### config.mk
export PLATFORM = sky130hd
export DESIGN_NAME = f_multiplier_flat
export DESIGN_NICKNAME = d
export VERILOG_FILES = /design/src/rtl/f_multiplier_if.sv /design/src/rtl/f_multiplier.sv /design/src/flat_wrapper.sv
export SDC_FILE = /design/constraint.sdc
export NUM_CORES = 2
export LEC_CHECK = 0
export CELL_PAD_IN_SITES_DETAIL_PLACEMENT = 0
export CELL_PAD_IN_SITES_GLOBAL_PLACEMENT = 1
export CORE_MARGIN = 1.5
export CORE_UTILIZATION = 40
export DETAILED_ROUTE_END_ITERATION = 7
export PLACE_DENSITY = 0.7
export REMOVE_ABC_BUFFERS = 1
export SETUP_SLACK_MARGIN = 0.1
export SLEW_MARGIN = 20
export SYNTH_ARGS = -nofsm -noshare
export SYNTH_HDL_FRONTEND = slang
export SYNTH_SLANG_ARGS = --single-unit
### constraint.sdc
create_clock -name clk -period 12.1 [get_ports clk]
set_input_delay 1.815 -clock clk [delete_from_list [all_inputs] [get_ports clk]]
set_output_delay 1.815 -clock clk [all_outputs]
set_load 0.03 [all_outputs]
### src/rtl/f_multiplier_if.sv
// -----------------------------------------------------------------------------
// f_multiplier_if
//   Operand/result bundle for the binary32 multiplier.
//
//   Signals
//     in0  : operand A, binary32 {sign, exp[7:0], frac[22:0]}
//     in1  : operand B, binary32
//     out  : registered product in0*in1, binary32
//
//   Modports
//     master : drives the operands, observes the product (testbench / source)
//     slave  : consumes the operands, drives the product (f_multiplier)
// -----------------------------------------------------------------------------
interface f_multiplier_if #(
    parameter int BIT_WIDTH = 32
);
    logic [BIT_WIDTH-1:0] in0;
    logic [BIT_WIDTH-1:0] in1;
    logic [BIT_WIDTH-1:0] out;

    modport master (
        output in0,
        output in1,
        input  out
    );

    modport slave (
        input  in0,
        input  in1,
        output out
    );
endinterface : f_multiplier_if

### src/rtl/f_multiplier.sv
// -----------------------------------------------------------------------------
// f_multiplier
//   IEEE-754 binary32 multiplier, 3-stage pipeline, one result per cycle,
//   no handshake and no stall. A result appears on bus.out exactly three
//   rising edges after its operands are sampled.
//
//   Stage 1 : unpack, classify (zero / normal / inf / NaN), flush denormal
//             inputs to signed zero, form the unbiased exponent sum.
//   Stage 2 : 24x24 mantissa multiply.
//   Stage 3 : normalize (product is in [1,4)), round, overflow/underflow
//             handling, pack into the output register.
//
//   Ports
//     clk   : single clock, all state updates on the rising edge
//     rstn  : asynchronous reset, ACTIVE-HIGH despite the name; clears every
//             pipeline register and bus.out to zero while asserted
//     bus   : f_multiplier_if.slave (in0, in1 in; out out)
//
//   Parameter
//     BIT_WIDTH : operand/result width; only 32 is supported
//
//   Build option
//     F_MULTIPLIER_ROUND_NEAREST_EN
//       defined   : round-to-nearest-ties-to-even over all 48 product bits
//       undefined : truncation (round toward zero)
//     Latency and special-case behaviour are identical in both builds.
// -----------------------------------------------------------------------------
module f_multiplier #(
    parameter int BIT_WIDTH = 32
) (
    input  logic             clk,
    input  logic             rstn,
    f_multiplier_if.slave    bus
);

    if (BIT_WIDTH != 32) begin : g_bad_width
        $error("f_multiplier supports only BIT_WIDTH = 32 (binary32)");
    end

    // CLS_ZERO is encoded as all-zeros so a cleared pipeline packs to +0.
    typedef enum logic [1:0] {
        CLS_ZERO = 2'd0,
        CLS_NORM = 2'd1,
        CLS_INF  = 2'd2,
        CLS_NAN  = 2'd3
    } cls_t;

    localparam logic [31:0] CANON_NAN = 32'h7FC0_0000;

    // -------------------------------------------------------------------------
    // Stage 1 : unpack and classify
    // -------------------------------------------------------------------------
    logic [7:0]  a_exp;
    logic [7:0]  b_exp;
    logic [22:0] a_frac;
    logic [22:0] b_frac;
    logic        a_zero;
    logic        b_zero;
    logic        a_inf;
    logic        b_inf;
    logic        a_nan;
    logic        b_nan;

    logic               s1_sign_d;
    cls_t               s1_cls_d;
    logic signed [9:0]  s1_exp_d;
    logic [23:0]        s1_mant_a_d;
    logic [23:0]        s1_mant_b_d;

    logic               s1_sign_q;
    cls_t               s1_cls_q;
    logic signed [9:0]  s1_exp_q;
    logic [23:0]        s1_mant_a_q;
    logic [23:0]        s1_mant_b_q;

    always_comb begin
        a_exp  = bus.in0[30:23];
        b_exp  = bus.in1[30:23];
        a_frac = bus.in0[22:0];
        b_frac = bus.in1[22:0];

        // exp == 0 covers both true zero and denormals; denormals are
        // flushed to signed zero, so both classify as zero.
        a_zero = (a_exp == 8'h00);
        b_zero = (b_exp == 8'h00);
        a_inf  = (a_exp == 8'hFF) && (a_frac == 23'd0);
        b_inf  = (b_exp == 8'hFF) && (b_frac == 23'd0);
        a_nan  = (a_exp == 8'hFF) && (a_frac != 23'd0);
        b_nan  = (b_exp == 8'hFF) && (b_frac != 23'd0);

        s1_sign_d = bus.in0[31] ^ bus.in1[31];

        if (a_nan || b_nan || (a_inf && b_zero) || (b_inf && a_zero)) begin
            s1_cls_d = CLS_NAN;
        end else if (a_inf || b_inf) begin
            s1_cls_d = CLS_INF;
        end else if (a_zero || b_zero) begin
            s1_cls_d = CLS_ZERO;
        end else begin
            s1_cls_d = CLS_NORM;
        end

        // Range -125..381 fits comfortably in a signed 10-bit value, leaving
        // headroom for the two possible +1 adjustments in stage 3.
        s1_exp_d = $signed({2'b00, a_exp}) + $signed({2'b00, b_exp}) - 10'sd127;

        // Special results never look at the mantissas; keep the multiplier
        // inputs quiet for them.
        if (s1_cls_d == CLS_NORM) begin
            s1_mant_a_d = {1'b1, a_frac};
            s1_mant_b_d = {1'b1, b_frac};
        end else begin
            s1_mant_a_d = 24'd0;
            s1_mant_b_d = 24'd0;
        end
    end

    always_ff @(posedge clk or posedge rstn) begin
        if (rstn) begin
            s1_sign_q   <= 1'b0;
            s1_cls_q    <= CLS_ZERO;
            s1_exp_q    <= '0;
            s1_mant_a_q <= '0;
            s1_mant_b_q <= '0;
        end else begin
            s1_sign_q   <= s1_sign_d;
            s1_cls_q    <= s1_cls_d;
            s1_exp_q    <= s1_exp_d;
            s1_mant_a_q <= s1_mant_a_d;
            s1_mant_b_q <= s1_mant_b_d;
        end
    end

    // -------------------------------------------------------------------------
    // Stage 2 : mantissa multiply
    // -------------------------------------------------------------------------
    logic [47:0]        s2_prod_d;

    logic               s2_sign_q;
    cls_t               s2_cls_q;
    logic signed [9:0]  s2_exp_q;
    logic [47:0]        s2_prod_q;

    always_comb begin
        s2_prod_d = s1_mant_a_q * s1_mant_b_q;
    end

    always_ff @(posedge clk or posedge rstn) begin
        if (rstn) begin
            s2_sign_q <= 1'b0;
            s2_cls_q  <= CLS_ZERO;
            s2_exp_q  <= '0;
            s2_prod_q <= '0;
        end else begin
            s2_sign_q <= s1_sign_q;
            s2_cls_q  <= s1_cls_q;
            s2_exp_q  <= s1_exp_q;
            s2_prod_q <= s2_prod_d;
        end
    end

    // -------------------------------------------------------------------------
    // Stage 3 : normalize, round, pack
    // -------------------------------------------------------------------------
    logic [22:0]        frac_norm;
    logic signed [9:0]  exp_norm;
    logic               round_inc;
    logic [23:0]        frac_rnd;
    logic [22:0]        frac_fin;
    logic signed [9:0]  exp_fin;

    logic [31:0]        out_d;
    logic [31:0]        out_q;

`ifndef F_MULTIPLIER_ROUND_NEAREST_EN
    // Truncation never looks below the kept mantissa bits.
    logic unused_prod_lsbs;
    assign unused_prod_lsbs = |s2_prod_q[22:0];
`endif

    always_comb begin
        frac_norm = '0;
        exp_norm  = '0;
        round_inc = 1'b0;
        frac_rnd  = '0;
        frac_fin  = '0;
        exp_fin   = '0;
        out_d     = '0;

        // Product of two [1,2) mantissas lies in [1,4): bit 47 set means
        // the value is in [2,4) and needs one extra exponent step.
        if (s2_prod_q[47]) begin
            frac_norm = s2_prod_q[46:24];
            exp_norm  = s2_exp_q + 10'sd1;
        end else begin
            frac_norm = s2_prod_q[45:23];
            exp_norm  = s2_exp_q;
        end

`ifdef F_MULTIPLIER_ROUND_NEAREST_EN
        // Round bit and sticky are merged: only "above half" vs "exactly
        // half" matters, and ties go to the even mantissa.
        if (s2_prod_q[47]) begin
            round_inc = s2_prod_q[23] & (s2_prod_q[24] | (|s2_prod_q[22:0]));
        end else begin
            round_inc = s2_prod_q[22] & (s2_prod_q[23] | (|s2_prod_q[21:0]));
        end
`endif

        // Carry out of the fraction means 1.11..1 rounded up to 10.0; the
        // fraction field is then already zero, only the exponent moves.
        frac_rnd = {1'b0, frac_norm} + {23'd0, round_inc};
        frac_fin = frac_rnd[22:0];
        if (frac_rnd[23]) begin
            exp_fin = exp_norm + 10'sd1;
        end else begin
            exp_fin = exp_norm;
        end

        unique case (s2_cls_q)
            CLS_NAN:  out_d = CANON_NAN;
            CLS_INF:  out_d = {s2_sign_q, 8'hFF, 23'd0};
            CLS_ZERO: out_d = {s2_sign_q, 31'd0};
            default: begin
                if (exp_fin >= 10'sd255) begin
                    out_d = {s2_sign_q, 8'hFF, 23'd0};
                end else if (exp_fin <= 10'sd0) begin
                    out_d = {s2_sign_q, 31'd0};
                end else begin
                    out_d = {s2_sign_q, exp_fin[7:0], frac_fin};
                end
            end
        endcase
    end

    always_ff @(posedge clk or posedge rstn) begin
        if (rstn) begin
            out_q <= '0;
        end else begin
            out_q <= out_d;
        end
    end

    assign bus.out = out_q;

endmodule : f_multiplier

### src/flat_wrapper.sv
// flat-port wrapper written by rule: the top's interface ports become plain ports
module f_multiplier_flat 
#(
    parameter int BIT_WIDTH = 32
)
  (clk, rstn, bus_in0, bus_in1, bus_out);
  f_multiplier_if #(.BIT_WIDTH(BIT_WIDTH)) bus_i ();
  input  logic clk;
  input  logic rstn;
  input wire logic [$bits(bus_i.in0)-1:0] bus_in0;
  input wire logic [$bits(bus_i.in1)-1:0] bus_in1;
  output wire logic [$bits(bus_i.out)-1:0] bus_out;
  assign bus_i.in0 = bus_in0;
  assign bus_i.in1 = bus_in1;
  assign bus_out = bus_i.out;
  f_multiplier #(.BIT_WIDTH(BIT_WIDTH)) u_core (.clk(clk), .rstn(rstn), .bus(bus_i));
endmodule
**After elaboration in Yosys (flattened, before gate mapping)**

Cells that the tools add are included.

- Register bits after elaboration: 154
- Output and inout port bits: 32
- Word-level logic and storage cells: 50
- Input port bits: 66

- Multiplexer cells: 10
- Reductions and logical operators: 18
- Multipliers: 1
- Equality and inequality tests: 5
- Add/sub/neg operators: 3
- Bitwise logic cells: 1
- Magnitude comparators: 2

Operators with widths:

| kind | number |
|---|---|
| $pmux 32 s3 | 1 |
| $mux 31 | 2 |
| $mul 24x24->48 | 1 |
| $mux 24 | 2 |
| $logic_not 23->1 | 2 |
| $reduce_bool 23->1 | 2 |
| $mux 23 | 1 |
| $eq 8x8->1 const B | 2 |
| $logic_not 8->1 | 2 |
| $add 10x2->10 const B | 1 |
| $ge 10x9->1 const B | 1 |
| $le 10x1->1 const B | 1 |
| $mux 10 | 1 |
| $sub 10x8->10 const B | 1 |
| $add 8x8->9 | 1 |
| $logic_and 1x1->1 | 6 |
| $logic_or 1x1->1 | 5 |
| $eq 2x2->1 const B | 2 |
| $mux 2 | 2 |
| $eq 2x1->1 const B | 1 |
| $logic_not 2->1 | 1 |
| $mux 1 | 1 |
| $xor 1x1->1 | 1 |

**Longest topological paths before layout**

- Depth after elaboration: 8
- Gate-level depth with buffers: 24
- Mapped depth without buffers: 23

**Worst setup path before layout**

OpenSTA, ideal clock, no wires.

- Path type: register -> register
- Start: register u_core.s1_mant_a_q[23]
- End: register u_core.s2_prod_q[42]
- Path buffers: 3
- Data required time: 11,969 ps
- Period minus slack after synthesis: 6,410 ps
- Slack: 5,690 ps
- Library setup time: 131 ps
- Data arrival time: 6,279 ps
- Stages on the path, launching flop included: 23
- Cells stage by stage: dfrtp_1 > clkbuf_1 > clkbuf_1 > and2_1 > fa_1 > fa_1 > inv_1 > fa_1 > fa_1 > inv_1 > fa_1 > fa_1 > inv_1 > fa_1 > inv_1 > ha_1 > buf_2 > a21o_1 > a221o_1 > o31a_1 > o211a_1 > nor4b_1 > nor4_1

- Cells in the longest elaborated chain, start to end: 1

RTL lines:

| element | line | RTL |
|---|---|---|
| from (decl) | f_multiplier.sv:73 | `logic [23:0] s1_mant_a_q;` |
| from (signal assigned) | f_multiplier.sv:129 | `s1_mant_a_q <= s1_mant_a_d;` |
| $mul 24x24->48 | f_multiplier.sv:145 | `s2_prod_d = s1_mant_a_q * s1_mant_b_q;` |
| net u_core.s2_prod_d[42] | f_multiplier.sv:137 | `logic [47:0] s2_prod_d;` |
| to (signal assigned) | f_multiplier.sv:158 | `s2_prod_q <= s2_prod_d;` |
| to (decl) | f_multiplier.sv:142 | `logic [47:0] s2_prod_q;` |

The timed path passes the listed nets, and every way through them passes these cells.

**Worst setup path in the final report**

- Start: register u_core.s1_mant_b_q[3]
- End: register u_core.s2_prod_q[34]

- Cells in the longest elaborated chain, start to end: 1

RTL lines:

| element | line | RTL |
|---|---|---|
| from (decl) | f_multiplier.sv:74 | `logic [23:0] s1_mant_b_q;` |
| from (signal assigned) | f_multiplier.sv:130 | `s1_mant_b_q <= s1_mant_b_d;` |
| $mul 24x24->48 | f_multiplier.sv:145 |  |
| net u_core.s2_prod_d[34] | f_multiplier.sv:137 |  |

The timed path passes the listed nets, and every way through them passes these cells.

==> run_results.csv <==
group,metric,value,unit
run_status,status,"finished, final reports clean",
setup_path,cp_max_fo,24,
grt,grt_usage,23.39,%
cts,path_clk_slew,0.06,ns
run,cap_violations,0,
synthesis,avgSynthCellArea,9.409,µm²
synthesis,yosys_warnings,0,
die,ioPinCount,98,
setup_path,crit_chain,"nand2_1 -> fa_1 -> inv_1 -> fa_1 -> inv_1 -> fa_1 -> fa_1 -> inv_1 -> fa_1 -> fa_1 -> inv_1 -> fa_1 -> inv_1 -> ha_1 -> nand4_1 -> a2111oi_0 -> o31a_1 -> o31ai_1 -> a21oi_1 -> and4_1 -> nor3_1",
synthesis,synthCells,2493,
detailed_routing,drt_iter0_markers,711,
cts,clk_latency,0.47,ns
detailed_routing,vias,16780,
finish,area_growth,10.04,%
synthesis,synth_cell_types,63,
sta,slew_violations,0,
setup_path,path_common_cell,"fa_1",
sta,final.min_clock_period,7.593,ns
synthesis,syn_area,23460,µm²
cts,cts_made_buffers,17,
grt,antenna_found_initial,1,
synthesis,ys_seq_area_share,13.87,%
detailed_routing,via_per_inst,5.069,
cts,clockBufferDepth,2,
setup_path,crit_type,"reg -> reg",
sta,max_freq,131.7,MHz
sta,skew,0.01220,ns
detailed_routing,drt-pass1-iter-count,5,
sta,setup_viol,0,
sta,fin_crit_sh,62.75,%
cts,cts_hold_buf,0,
setup_path,start_kind,"register",
sta,tns,0,ns
cts,cts_resized,0,
detailed_routing,wl_per_cell,19.82,µm
die,rows,88,
die,die-area,60110,µm²
sta,hold_viol,0,
setup_path,slowest_delay,0.99,ns
setup_path,cp_data_arrival_time,7.95,ns
cts,cts_tree,"yes",
finish,final_util,44.66,%
grt,grt_max_degree,69,
cts,cts_root_buf,"clkbuf_16",
detailed_routing,drc,0,
setup_path,slowest_stage,"dfrtp_1",
synthesis,synth-edff-count,0,
grt,grt_overflow_total,0,
sta,rsz0062_at_grt,"false",
place,routabilityCongestion,0.8633,
detailed_routing,drtAntennaViolNets,0,
cts,postCtsSetupBuffers,0,
finish,layout-drive-gt1-share,3.381,%
sta,slew_headroom,28.65,%
detailed_routing,wl,65610,µm
die,design.core.area,57810,µm²
grt,grt_pass1_wl,106100,µm
min_path,min_path_type,"reg -> reg",
place,io_buffers,97,
setup_path,end_kind,"register",
place,place_ws,4.416,ns
finish,fin_nets,3259,
synthesis,ys_ff_latch,130,
place,hpwl,49420,µm
sta,worst_pin_slew,1.070,ns
die,die_w,245.2,µm
sta,holdWs,0.3415,ns
synthesis,async_flop_share,100.0,%
finish,n_fill_cell,5684,
setup_path,timing.critical_path.required,12.45,ns
die,initial_core_util,40.58,%
sta,setup_ws,4.507,ns
grt,grt_pass1_vias,19150,
die,die_h,245.2,µm
synthesis,synthFlopType,"dfrtp_1",
cts,htreeDepth,4,
cts,clock_sinks,130,
-- synth_stat cells (all sizes together) (24+ instances only) --
| library cell | number | area (µm²) |
|---|---|---|
| nor2 | 51 | 191.4 |
| ha | 180 | 2252 |
| and2 | 328 | 2052 |
| o21ai | 31 | 155.2 |
| mux2i | 26 | 260.3 |
| dfrtp | 130 | 3253 |
| clkbuf | 110 | 414.1 |
| nand2 | 325 | 1220 |
| xnor2 | 24 | 210.2 |
| inv | 559 | 2098 |
| fa | 482 | 9649 |
| a21oi | 48 | 244.0 |
-- state kept, by name (all words and copies together), names as in the netlist --
name and count:
u_core.s1_mant_b_q 23, u_core.bus.out 32, u_core.s2_prod_q 25, u_core.s1_exp_q 10, u_core.s1_cls_q 2, u_core.s2_cls_q 2, u_core.s1_sign_q 1, u_core.s2_exp_q 10
u_core.s1_mant_a_q 24, u_core.s2_sign_q 1
-- cells in the final DEF (no fill, tap or decap), types with 3 or more instances in the layout --
cell / synthesis / layout
a21o_1: 15 / 15
clkinvlp_4: 0 / 3
nor2b_1: 4 / 4
xor2_1: 22 / 22
a31oi_1: 6 / 6
clkbuf_16: 0 / 17
nor3_1: 9 / 9
fa_1: 482 / 482
and2_1: 328 / 328
xnor2_1: 24 / 24
a211o_1: 3 / 3
nand3_1: 13 / 13
o21a_1: 4 / 4
nand2_1: 325 / 325
and3_1: 8 / 8
inv_6: 0 / 4
or2_2: 5 / 5
o21bai_1: 10 / 10
nand3b_1: 4 / 4
buf_4: 1 / 37
inv_1: 559 / 558
dfrtp_1: 130 / 125
clkdlybuf4s50_1: 0 / 97
dfrtp_2: 0 / 5
a21oi_1: 47 / 47
o211ai_1: 5 / 5
o31ai_1: 4 / 4
nand4_1: 22 / 22
nor4_1: 19 / 19
mux2i_1: 26 / 26
a211oi_1: 4 / 4
ha_1: 180 / 180
nor2_1: 51 / 51
o21ai_0: 31 / 31
-- final timing paths --
| kind | from | end | slack [ns] | depth (start not counted) |
|---|---|---|---|---|
| setup / recovery | u_core.s1_mant_b_q[3]$_DFF_PP0_ | u_core.s2_prod_q[34]$_DFF_PP0_ | 4.51 | 21 |
| hold / removal | u_core.s1_exp_q[0]$_DFF_PP0_ | u_core.s2_exp_q[0]$_DFF_PP0_ | 0.34 | 0 |
| setup reg to reg | u_core.s1_mant_b_q[3]$_DFF_PP0_ | u_core.s2_prod_q[34]$_DFF_PP0_ | 4.51 | 21 |
| hold reg to reg | u_core.s1_exp_q[0]$_DFF_PP0_ | u_core.s2_exp_q[0]$_DFF_PP0_ | 0.34 | 0 |
| max in group asynchronous | rstn | u_core.s2_prod_q[47]$_DFF_PP0_ | 8.93 | 3 |
| min in group asynchronous | rstn | u_core.s1_mant_a_q[0]$_DFF_PP0_ | 1.84 | 2 |
-- routing by layer --
layer  track usage [%]  vias to the layer above  share of wire [%]
met1             27.90                     8781                 40
met5                 0                        -                  0
met3             2.865                      132                3.6
met2             43.02                      390                 53
li1                  -                     7479                  -
met4             8.261                        0                3.0
-- worst max-delay path: cells and delay by family, from the launching register on --
| family | cells | cell delay [ns] |
|---|---|---|
| adders and majority gates | 8 | 3.92 |
| and+or+nand+nor | 4 | 0.70 |
| AOI/OAI and AO/OA | 4 | 1.59 |
| buffers and inverters | 5 | 0.26 |
| DFF | 1 | 0.99 |
-- final cells by class --
cell class / count / area, µm² / area share [%]
multi-input cells: 1689 / 17650 / 68.38
flip-flops and latches: 130 / 3259 / 12.63
inverters: 559 / 2103 / 8.148
repair buffers: 134 / 1249 / 4.837
well taps: 765 / 957.2 / 3.708
clock buffers: 21 / 460.4 / 1.784
clock inverters: 11 / 127.6 / 0.4944
diodes: 2 / 5.005 / 0.01939
-- cells by family (layout without fill, tap and decap cells) --
group / Yosys count / after routing / share of synthesized area [%]
compound gates: 150 / 150 / 4.145
xor+xnor: 46 / 46 / 1.717
fa+ha+maj: 662 / 662 / 50.74
buf+inv: 674 / 725 / 10.88
flops: 130 / 130 / 13.87
mux: 27 / 27 / 1.157
other cells: 0 / 2 / 0
simple gates: 804 / 804 / 17.50
-- per-stage QoR --
step | cell area (µm²) | cells
after CTS | 25810 | 3309
after global routing | 25810 | 3309
after global placement | 25220 | 3277
after detailed placement | 25220 | 3277
after floorplan | 23000 | 2378
final | 25810 | 3311
Power is left out: the tool's default activity adds up to more than one toggle a clock period on the data nets, which glitch-free logic cannot reach.
